$ cat config.mk
export PLATFORM = sky130hd
export DESIGN_NAME = clk_activity_led
export DESIGN_NICKNAME = d
export VERILOG_FILES = /design/src/rtl/clk_activity_led.sv
export SDC_FILE = /design/constraint.sdc
export NUM_CORES = 1
export LEC_CHECK = 0
export ABC_AREA = 1
export CORE_ASPECT_RATIO = 1.25
export CORE_MARGIN = 3
export CORE_UTILIZATION = 59
export CTS_BUF_LIST = sky130_fd_sc_hd__clkbuf_4
export CTS_CLUSTER_DIAMETER = 120
export DETAILED_ROUTE_END_ITERATION = 10
export HOLD_SLACK_MARGIN = 0.15
export PLACE_DENSITY = 0.95
export SKIP_LAST_GASP = 1
export SLEW_MARGIN = 20
export SYNTH_ARGS = -nofsm -noshare
export SYNTH_HDL_FRONTEND = slang
export SYNTH_SLANG_ARGS = --single-unit
$ cat constraint.sdc
create_clock -name clk -period 2.3 [get_ports clk]
set_input_delay 0.46 -clock clk [delete_from_list [all_inputs] [get_ports clk]]
set_output_delay 0.46 -clock clk [all_outputs]
set_load 0.05 [all_outputs]
$ cat src/rtl/clk_activity_led.sv
// Clock-activity indicator: counts enabled clk cycles and drives N_LED LEDs
// as a binary readout, a bouncing scanner, a PWM breathing pattern, or a
// frozen snapshot. Fully synchronous; all outputs registered.
//
// state (scanner)        | meaning
// -----------------------|----------------------------------------------
// scan_up=1, pos<LAST    | moving toward LED N_LED-1, step +1 per tick
// scan_up=1, pos==LAST   | at top end, next tick turns around to LAST-1
// scan_up=0, pos>0       | moving toward LED 0, step -1 per tick
// scan_up=0, pos==0      | at bottom end, next tick turns around to 1
module clk_activity_led #(
    parameter int CNT_W      = 30,
    parameter int N_LED      = 4,
    parameter int PWM_W      = 8,
    parameter bit ACTIVE_LOW = 1'b1
) (
    input  logic             clk,
    input  logic             reset_n,
    input  logic             en,
    input  logic             clear,
    input  logic [1:0]       mode,
    output logic [CNT_W-1:0] count,
    output logic             tick,
    output logic [N_LED-1:0] led
);

    localparam int LO_W  = CNT_W - N_LED;
    localparam int POS_W = (N_LED > 1) ? $clog2(N_LED) : 1;
    localparam logic [POS_W-1:0] POS_LAST = POS_W'(N_LED - 1);
    localparam logic [N_LED-1:0] LED_OFF  = {N_LED{ACTIVE_LOW}};

    typedef enum logic [1:0] {
        MODE_BINARY  = 2'd0,
        MODE_SCAN    = 2'd1,
        MODE_BREATHE = 2'd2,
        MODE_FREEZE  = 2'd3
    } mode_t;

    mode_t            mode_sel;
    logic [POS_W-1:0] scan_pos;
    logic             scan_up;
    logic             lo_full;
    logic [PWM_W-1:0] ramp;
    logic [PWM_W-1:0] duty;
    logic             pwm_lit;
    logic [N_LED-1:0] raw;

    assign mode_sel = mode_t'(mode);

    // Low field is about to wrap when it is all ones; that increment earns a tick.
    assign lo_full = &count[LO_W-1:0];

    // Activity counter: clear beats enable, free wrap at all-ones.
    always_ff @(posedge clk) begin
        if (!reset_n) begin
            count <= '0;
        end else if (clear) begin
            count <= '0;
        end else if (en) begin
            count <= count + CNT_W'(1);
        end
    end

    // Tick marks the cycle after an enabled increment that zeroed the low field.
    always_ff @(posedge clk) begin
        if (!reset_n) begin
            tick <= 1'b0;
        end else begin
            tick <= !clear && en && lo_full;
        end
    end

    // Bouncing scanner, stepped by tick and kept alive in every display mode.
    always_ff @(posedge clk) begin
        if (!reset_n) begin
            scan_pos <= '0;
            scan_up  <= 1'b1;
        end else if (clear) begin
            scan_pos <= '0;
            scan_up  <= 1'b1;
        end else if (tick && (N_LED > 1)) begin
            if (scan_up) begin
                if (scan_pos == POS_LAST) begin
                    scan_up  <= 1'b0;
                    scan_pos <= scan_pos - POS_W'(1);
                end else begin
                    scan_pos <= scan_pos + POS_W'(1);
                end
            end else begin
                if (scan_pos == '0) begin
                    scan_up  <= 1'b1;
                    scan_pos <= scan_pos + POS_W'(1);
                end else begin
                    scan_pos <= scan_pos - POS_W'(1);
                end
            end
        end
    end

    // Active-high display pattern for the live modes; breathing folds the ramp
    // on the counter MSB so brightness rises then falls.
    always_comb begin
        ramp    = count[CNT_W-2 -: PWM_W];
        duty    = count[CNT_W-1] ? ~ramp : ramp;
        pwm_lit = (count[PWM_W-1:0] < duty);
        raw     = '0;
        case (mode_sel)
            MODE_BINARY:  raw = count[CNT_W-1 -: N_LED];
            MODE_SCAN:    raw = N_LED'(1) << scan_pos;
            MODE_BREATHE: raw = {N_LED{pwm_lit}};
            default:      raw = '0;
        endcase
    end

    // LED register: polarity applied here; freeze simply holds the last drive.
    always_ff @(posedge clk) begin
        if (!reset_n) begin
            led <= LED_OFF;
        end else if (mode_sel != MODE_FREEZE) begin
            led <= ACTIVE_LOW ? ~raw : raw;
        end
    end

endmodule

==> out/metrics.csv <==
stage,metric,value,unit
setup_path,"slowest stage delay, CP",0.86,ns
floorplan,num ports,41,
setup_path,"reg-to-reg slack, setup",0.59,ns
setup_path,CP arrival,1.74,ns
clock_tree,clock sink count,38,
synth,warnings from Yosys,0,
setup_path,worst r2r path cells,10,
power_and_ir_drop,combinational share of power,6.5,%
finish,ant diodes,0,
power_and_ir_drop,Final Total Pwr,1.32,mW
setup_path,Worst Setup End Kind,output port,
global_routing,vias in the first global route,2399,
setup_path,Startpoint Class,register,
finish,area grow syn2layout,24.2,%
synth,synth top area cells,"dfxtp_1 (33%), nand2_1 (15%), inv_1 (6.9%), nor2_1 (6.9%), nand3_1 (4.8%)",
placed_design,GP Congestion,0.923,
clock_tree,htree depth,2,
floorplan,Initial Utilization,63.2,%
floorplan,height of the die,75.5,um
placed_design,DP Worst Slack,0.286,ns
timing,hold slack,0.503,ns
setup_path,Crit path required time,1.84,ns
power_and_ir_drop,internal power,1.03,mW
setup_path,Slowest cell on crit path,clkdlybuf4s50_1,
power_and_ir_drop,Power Dens Cells,468,nW/um2
finish,Total Nets Final,403,
timing,period utilization,95.8,%
synth,Post-synth top cells,"nand2_1 (88), inv_1 (42), nor2_1 (42), dfxtp_1 (38), nand3_1 (22)",
synth,Synth async-reset ratio,0,%
route,Final ANT Viol Nets,0,
power_and_ir_drop,VDD IR max,0.361,mV
global_routing,largest net degree at the start of global routing,19,
synth,Syn Inst Count,344,
synth,cell type with the largest total area after synthesis,dfxtp_1,
power_and_ir_drop,clock power share,43.0,%
placed_design,DP Cell Count,421,
global_routing,initial antenna violation count,0,
setup_path,worst r2r src,count[0],
route,DRC,0,
timing,"Slew Viols, Final",0,
outcome,status,completed,
route,DR iter-0 viols,192,
timing,RSZ-0062 raised after global routing,false,
floorplan,die area,4650,um2
route,via count,2494,
clock_tree,Post-CTS Setup Inserts,0,
route,vias per inst,5.81,
synth,Yosys cell types,28,
setup_path,R2R Path End,count[26],
clock_tree,clk root buf,clkbuf_4,
run,number of max-cap violations,0,
synth,synthesis-stage register bit count,38,
synth,Synth Cell Area,2280,um2
setup_path,Crit path depth,1,
synth,"EDFF count, synth",0,
floorplan,Die X,61.6,um
clock_tree,Clock Tree Buf Depth,2,
timing,actual slew at the worst max-slew pin,0.653,ns
finish,share of cells above drive strength 1,8.21,%
timing,setup TNS,0,ns
timing,Tmin final,2.20,ns
setup_path,CP Class,register to output port,
synth,Synth top area share,33.4,%
min_path,Hold/Removal Path Class,register to register,
clock_tree,CTS tree,yes,
synth,sequential area share after synthesis,33.4,%
timing,endpoints failing setup,0,
setup_path,CP endpoint,count[0],
global_routing,GRT Total Usage,28.9,%
timing,Slew HR,56.4,%
clock_tree,Skew-Pair Late Insertion Delay,0.36,ns
timing,final hold violation count,0,
synth,most common cell in the netlist,nand2_1,
power_and_ir_drop,Leak,1.05,nW
placed_design,IO Port Bufs,40,
floorplan,row cnt,24,
synth,Avg Inst Size Synth,6.62,um2
clock_tree,CTS resizes,0,
power_and_ir_drop,sequential share of power,50.4,%
finish,final non-filler cell total,429,
clock_tree,hold-fix buffers at CTS,0,
placed_design,dpl hpwl,4.56,mm
route,WL/cell,14.1,um
setup_path,CP bufs+invs,1,
timing,highest clock rate,454,MHz
min_path,hold path cells,2,
timing,Setup WS post-layout,0.0972,ns
floorplan,core area,3600,um2
setup_path,CP Cell Sequence,clkdlybuf4s50_1,
setup_path,cell family with most CP delay,buffers and inverters,
global_routing,global route overflow,0,
route,first drt pass iteration count,6,
setup_path,worst setup path startpoint,count[0],
route,Post-Route WL,6.06,mm
synth,post-synth net total,358,
setup_path,CP max FO,7,
timing,Worst Skew,0.0182,ns
clock_tree,Worst-path clk slew,0.13,ns
global_routing,first-pass GRT wire length,10.1,mm
clock_tree,Num CTS Buffers,5,
power_and_ir_drop,sw power,0.296,mW
power_and_ir_drop,switching power as a share of total power,22.4,%
synth,dominant synthesized flop cell,dfxtp_1,
[cell type report]
| cell class | count | area, um2 |
|---|---|---|
| sequential | 38 | 761 |
| fill | 265 | 774 |
| tap | 39 | 48.8 |
| clock buffer | 5 | 37.5 |
| timing repair buffer | 44 | 430 |
| inverter | 46 | 173 |
| clock inverter | 3 | 63.8 |
| multi-input combinational | 254 | 1320 |
[power by group through the flow]
stage	Sequential [mW]	Combinational [mW]	Clock (mW)
after global placement	0.682	0.0837	0
after CTS	0.667	0.0861	0.568
after floorplan	0.699	0.0372	0
final	0.667	0.0867	0.570
after global routing	0.668	0.0942	0.596
after detailed placement	0.682	0.0854	0
[flip-flops by register name (all words and copies together) (netlist names)]
register  cells
led           4
scan_pos      2
tick          1
count        30
scan_up       1
[placed cells by master, fill, tap and decap left out, drive strengths merged]
master,count
a211oi,1
a21oi,17
a22oi,1
a31oi,4
buf,4
bufinv,2
clkbuf,5
clkdlybuf4s50,40
clkinv,2
dfxtp,38
ha,8
inv,45
nand2,91
nand3,25
nand4,6
nor2,51
nor3,15
nor3b,2
o21a,2
o21ai,20
xnor2,9
xor2,2
[worst register-to-register path: stages, from the launching register on]
cell     delay, ns
dfxtp_1       0.52
ha_1          0.27
nand2_2       0.12
nor2_4        0.14
nand2_1       0.08
nor2_2        0.15
nand2_1       0.10
nor2_1        0.10
nand2_1       0.05
nand2_1       0.05
nor2_1        0.04
[cell families (layout without fill, tap and decap cells)]
kind of cell / count (synthesis) / count (layout) / share of synthesized area, %
simple gates: 190 / 190 / 38.6
buf+inv: 52 / 98 / 8.85
compound gates: 45 / 45 / 10.5
flops: 38 / 38 / 33.4
xor+xnor: 11 / 11 / 4.23
fa+ha+maj: 8 / 8 / 4.40
[worst min path at each step]
| stage | endpoint | startpoint | slack (ns) |
|---|---|---|---|
| 5_1_grt | count[9] | count[9] | 0.52 |
| 3_3_place_gp | scan_up | scan_up | 0.47 |
| 2_1_floorplan | scan_up | scan_up | 0.45 |
| 4_1_cts | count[9] | count[9] | 0.50 |
| 6_report | count[9] | count[9] | 0.50 |
| 3_5_place_dp | scan_up | scan_up | 0.48 |
[stage by stage]
stage          instance area (um2)  util (%)
5_1_grt                       2830      78.5
4_1_cts                       2830      78.5
3_3_place_gp                  2730      75.7
6_report                      2830      78.5
2_1_floorplan                 2280         -
3_5_place_dp                  2730      75.7
[routing by layer]
| metal | track usage, % | wire [um] | part of all wire (%) | vias up |
|---|---|---|---|---|
| met4 | 18.2 | 323 | 5.3 | 0 |
| li1 | - | - | - | 1197 |
| met5 | 0 | 0 | 0 | - |
| met2 | 46.6 | 2840 | 47 | 140 |
| met1 | 34.4 | 2400 | 40 | 1122 |
| met3 | 5.93 | 501 | 8.3 | 35 |
Power figures use the tool's default switching activity.
